### src/rtl/ram_arbiter.sv
// Round-robin arbiter for two requesters sharing a single-port RAM, with bounded
// locked bursts, registered RAM drive and tagged read-data return.
module ram_arbiter #(
    parameter int AW        = 8,
    parameter int DW        = 64,
    parameter int MAX_BURST = 8,
    parameter int RD_LAT    = 1
) (
    input  logic          clk,
    input  logic          reset_n,

    input  logic          rq0_valid,
    output logic          rq0_ready,
    input  logic          rq0_wen,
    input  logic          rq0_lock,
    input  logic [AW-1:0] rq0_addr,
    input  logic [DW-1:0] rq0_wdata,

    input  logic          rq1_valid,
    output logic          rq1_ready,
    input  logic          rq1_wen,
    input  logic          rq1_lock,
    input  logic [AW-1:0] rq1_addr,
    input  logic [DW-1:0] rq1_wdata,

    output logic          rsp0_valid,
    output logic          rsp1_valid,
    output logic [DW-1:0] rsp_rdata,

    output logic          ram_cen,
    output logic          ram_wen,
    output logic [AW-1:0] ram_addr,
    output logic [DW-1:0] ram_din,
    input  logic [DW-1:0] ram_dout
);

    localparam logic [8:0] MAX_B = 9'(MAX_BURST);

    typedef enum logic [1:0] {
        IDLE = 2'd0,
        OWN0 = 2'd1,
        OWN1 = 2'd2
    } state_t;

    state_t        state, state_nxt;
    logic          rr_ptr, rr_ptr_nxt;
    logic [7:0]    beat_cnt, beat_cnt_nxt;

    logic          gnt0, gnt1;
    logic          acc, acc_id;
    logic          sel_wen, sel_lock;
    logic [AW-1:0] sel_addr;
    logic [DW-1:0] sel_wdata;
    logic          last_beat;

    logic [RD_LAT:0] rd_vld_p;
    logic [RD_LAT:0] rd_id_p;

    // Grant depends only on state, rr_ptr and the valids, never on the other ready.
    always_comb begin
        gnt0 = 1'b0;
        gnt1 = 1'b0;
        case (state)
            IDLE: begin
                if (rq0_valid && rq1_valid) begin
                    gnt0 = ~rr_ptr;
                    gnt1 = rr_ptr;
                end else begin
                    gnt0 = rq0_valid;
                    gnt1 = rq1_valid;
                end
            end
            OWN0:    gnt0 = rq0_valid;
            OWN1:    gnt1 = rq1_valid;
            default: ;
        endcase
    end

    assign rq0_ready = gnt0 & reset_n;
    assign rq1_ready = gnt1 & reset_n;
    assign acc       = rq0_ready | rq1_ready;
    assign acc_id    = rq1_ready;

    assign sel_wen   = acc_id ? rq1_wen   : rq0_wen;
    assign sel_lock  = acc_id ? rq1_lock  : rq0_lock;
    assign sel_addr  = acc_id ? rq1_addr  : rq0_addr;
    assign sel_wdata = acc_id ? rq1_wdata : rq0_wdata;

    assign last_beat = ({1'b0, beat_cnt} + 9'd1) >= MAX_B;

    always_comb begin
        state_nxt    = state;
        rr_ptr_nxt   = rr_ptr;
        beat_cnt_nxt = beat_cnt;
        case (state)
            IDLE: begin
                if (acc) begin
                    if (sel_lock) begin
                        state_nxt    = acc_id ? OWN1 : OWN0;
                        beat_cnt_nxt = 8'd1;
                    end else begin
                        rr_ptr_nxt = ~acc_id;
                    end
                end
            end
            OWN0, OWN1: begin
                // Owner idling, unlocking or hitting the burst limit all hand back to IDLE.
                if (!acc || !sel_lock || last_beat) begin
                    state_nxt    = IDLE;
                    rr_ptr_nxt   = (state == OWN0);
                    beat_cnt_nxt = 8'd0;
                end else begin
                    beat_cnt_nxt = beat_cnt + 8'd1;
                end
            end
            default: begin
                state_nxt    = IDLE;
                beat_cnt_nxt = 8'd0;
            end
        endcase
    end

    always_ff @(posedge clk) begin
        if (!reset_n) begin
            state    <= IDLE;
            rr_ptr   <= 1'b0;
            beat_cnt <= 8'd0;
        end else begin
            state    <= state_nxt;
            rr_ptr   <= rr_ptr_nxt;
            beat_cnt <= beat_cnt_nxt;
        end
    end

    // p0: accepted beat registered onto the RAM pins
    always_ff @(posedge clk) begin
        if (!reset_n) begin
            ram_cen  <= 1'b0;
            ram_wen  <= 1'b0;
            ram_addr <= '0;
            ram_din  <= '0;
        end else begin
            ram_cen <= acc;
            ram_wen <= acc & sel_wen;
            if (acc) begin
                ram_addr <= sel_addr;
                ram_din  <= sel_wdata;
            end
        end
    end

    // p0..pRD_LAT: read tag follows the access until ram_dout is valid
    always_ff @(posedge clk) begin
        if (!reset_n) begin
            rd_vld_p <= '0;
            rd_id_p  <= '0;
        end else begin
            rd_vld_p <= {rd_vld_p[RD_LAT-1:0], acc & ~sel_wen};
            rd_id_p  <= {rd_id_p[RD_LAT-1:0], acc_id};
        end
    end

    assign rsp0_valid = rd_vld_p[RD_LAT] & ~rd_id_p[RD_LAT];
    assign rsp1_valid = rd_vld_p[RD_LAT] &  rd_id_p[RD_LAT];
    assign rsp_rdata  = ram_dout;

endmodule

### config.mk
export PLATFORM = sky130hd
export DESIGN_NAME = ram_arbiter
export DESIGN_NICKNAME = d
export VERILOG_FILES = /design/src/rtl/ram_arbiter.sv
export SDC_FILE = /design/constraint.sdc
export NUM_CORES = 1
export LEC_CHECK = 0
export ABC_AREA = 1
export ABC_CLOCK_PERIOD_IN_PS = 4900
export BUFFER_PORTS_ARGS = -buffer_cell sky130_fd_sc_hd__buf_2
export CAP_MARGIN = 40
export CORE_AREA = 10 10 131 133
export DETAILED_ROUTE_END_ITERATION = 16
export DIE_AREA = 0 0 141 143
export PLACE_DENSITY = 0.66
export SYNTH_ARGS = -nofsm -noshare
export SYNTH_HDL_FRONTEND = slang
export SYNTH_SLANG_ARGS = --single-unit
### constraint.sdc
create_clock -name clk -period 4.9 [get_ports clk]
set_clock_uncertainty 0.05 [all_clocks]
set_input_delay 0.98 -clock clk [delete_from_list [all_inputs] [get_ports clk]]
set_output_delay 0.98 -clock clk [all_outputs]
set_load 0.01 [all_outputs]
==> impl_metrics.ini <==
[timing]
finalCritPeriodShare_pct = 57.9
finalHoldViolations = 0
slew_violations = 0
tns_ns = 0
slew_headroom_pct = 44.4
whs_ns = 0.410
rsz0062_at_grt = false
setup_viol = 0
worst_pin_slew_ns = 0.834
fin_crit_ns = 2.84
fmax_ghz = 0.352

[global_routing]
grt_pass1_vias = 4521
grt-ovfl-total = 0
grt_first_pass_wirelength_microns = 22800
antenna_found_initial = 1
grt_start_max_net_pins = 82
grt_usage_pct = 13.7

[place]
dpl.hpwl_microns = 11100
placed_cell_area_sq_um = 5380
port_buffers = 229
dp.cells = 1001
gp_congestion = 0.774

[die]
rows = 44
die_w_microns = 141
fp.dieH_microns = 143
top_level_ports = 358
die_area_sq_um = 20200
start_util_pct = 32.6
core_region_area_sq_um = 14400

[clock_tree]
cts-resized-gates = 0
cts_hold_buf = 0
clk_pin_slew_ns = 0.07
worstSkewPairLatency_ns = 0.34
cts_max_path_buffers = 2
postCtsSetupRepairBufs = 0
cts_sinks = 89
htreeDepth = 3
cts_tree = yes
cts_root_buf = clkbuf_16
numCtsBuffers = 9

[synth]
synthCells = 689
synth_cell_types = 24
ys.warnings.count = 0
synth_area_per_cell_sq_um = 6.83
synth_adder_area_share_pct = 1.59
synth_seq_cells = 89
yosysSeqAreaShare_pct = 37.8
synthXorXnorAreaFrac_pct = 0.186
synth_compound_gate_area_share_pct = 16.4
syn_nets = 911
synth_top_family_by_area = simple AND/OR/NAND/NOR gates
muxShareOfSynthArea_pct = 0
syn_area_sq_um = 4710
synthSimpleGateAreaFrac_pct = 25.2

[routing]
drtAntennaViolNets = 0
vias = 4587
drt_iter0_markers = 178
via_per_inst = 4.51
dr.pass1.iters = 4
post_drt_wl_per_cell_microns = 14.5
totalWireLength_microns = 14700
drcViolationCount = 0

[power]
ir_drop_v = 0.000206
p_leak_nw = 2.76
total_power_w = 0.00249
p_per_area_nw_per_um2 = 439

[min_path]
min_to = ram_din[32]$_SDFFE_PN0P_
hp-start = ram_din[32]$_SDFFE_PN0P_
whs_path_depth = 2
hp-class = register to register

[finish]
drive_above_1_share_pct = 31.7
syn_to_final_growth_pct = 20.5
fin_area_sq_um = 5670
stdcell_count = 1018
layout.nets = 1050

[worst_setup_path]
cp.required_ns = 3.87
rr_worst_depth = 15
critical_path_arrival_ns = 1.81
cp-end-kind = primary output
cp_max_fo = 37
reg2reg_to = state[1]$_SDFFE_PN0P_
rr_startpoint = state[0]$_SDFFE_PN0P_
startpoint_type = input pin
critPathKind = input pin to primary output
reg2reg_slack_ns = 2.29

[run_status]
status = finished, final reports clean

[job]
cap_violations = 0
[area by class of cell]
| type | count | area (sq um) |
|---|---|---|
| repair buffers | 234 | 1200 |
| diodes | 1 | 2.50 |
| flip-flops and latches | 89 | 1780 |
| inverters | 33 | 126 |
| fillers | 1607 | 8750 |
| clock inverters | 5 | 40.0 |
| multi-input cells | 461 | 2040 |
| well taps | 184 | 230 |
| clock buffers | 11 | 253 |
[cells by family (layout without fill, tap and decap cells)]
logic type,Yosys count,in the layout
buffers and inverters,139,283
AOI/OAI and AO/OA,154,154
and+or+nand+nor,300,300
xor gates and xnor gates,1,1
DFF,89,89
adders and majority gates,6,6
other,0,1
[how the worst max path moves through the flow]
stage                                      from  slack [ns]               endpoint  cells after the start
after floorplan                         reset_n        2.34              rq1_ready                      6
after global placement                  reset_n        1.90  state[0]$_SDFFE_PN0P_                     14
after detailed placement                reset_n        1.87  state[1]$_SDFFE_PN0P_                     14
after CTS                               reset_n        2.03              rq1_ready                      6
after global routing      state[0]$_SDFFE_PN0P_        1.90              rq1_ready                      7
final                                   reset_n        2.06              rq1_ready                      6
[registers in the layout, summed over array words and instances, names as in the netlist]
name / cells
rd_vld_p: 2
rr_ptr: 1
ram_wen: 1
rd_id_p: 2
ram_addr: 8
state: 2
beat_cnt: 8
ram_din: 64
ram_cen: 1
[layer usage]
metal	up-vias	part of all wire, %	global-route usage, %	routed length [microns]
met2	169	47	22.1	6890
li1	2408	-	-	-
met5	-	0	0	0
met4	0	2.7	7.07	401
met3	38	9.0	5.77	1330
met1	1972	41	15.2	6100
[synthesized netlist by cell type (all sizes together)]
| cell type | count | area, sq um |
|---|---|---|
| nand3b | 1 | 7.51 |
| or2 | 1 | 6.26 |
| nand3 | 10 | 50.1 |
| dfxtp | 89 | 1780 |
| xor2 | 1 | 8.76 |
| nand4 | 2 | 12.5 |
| inv | 32 | 120 |
| ha | 6 | 75.1 |
| a21oi | 76 | 380 |
| nand2 | 119 | 469 |
| clkbuf | 14 | 52.6 |
| o21ai | 78 | 394 |
| buf | 92 | 706 |
| nor3 | 5 | 25.0 |
| clkinv | 1 | 3.75 |
| nor2 | 162 | 616 |
[stage by stage]
stage                     utilization, %  worst slack, ns
after global routing                39.3             1.90
after global placement              37.3             1.90
final                               39.3             2.06
after CTS                           39.3             2.03
after detailed placement            37.3             1.87
after floorplan                        -             2.34
[report_power, final]
group	leakage [nW]	internal (W)	switching, W
sequential	0.728	0.000876	0.0000720
clock	0.134	0.000373	0.000298
combinational	1.90	0.000330	0.000541
[cell usage in the layout (no fill, tap or decap), types with 6 or more instances in the layout]
| master | instances |
|---|---|
| a21oi_1 | 76 |
| buf_2 | 229 |
| clkbuf_16 | 9 |
| dfxtp_1 | 89 |
| ha_1 | 6 |
| inv_1 | 26 |
| nand2_1 | 114 |
| nand3_1 | 10 |
| nor2_1 | 161 |
| o21ai_0 | 14 |
| o21ai_1 | 63 |
[critical path: stages]
cell and delay (ns):
buf_2 0.16, nand2_1 0.08, inv_2 0.08, nand2_4 0.23
inv_2 0.12, buf_2 0.16
No activity file was read; power rests on OpenSTA's default activity.
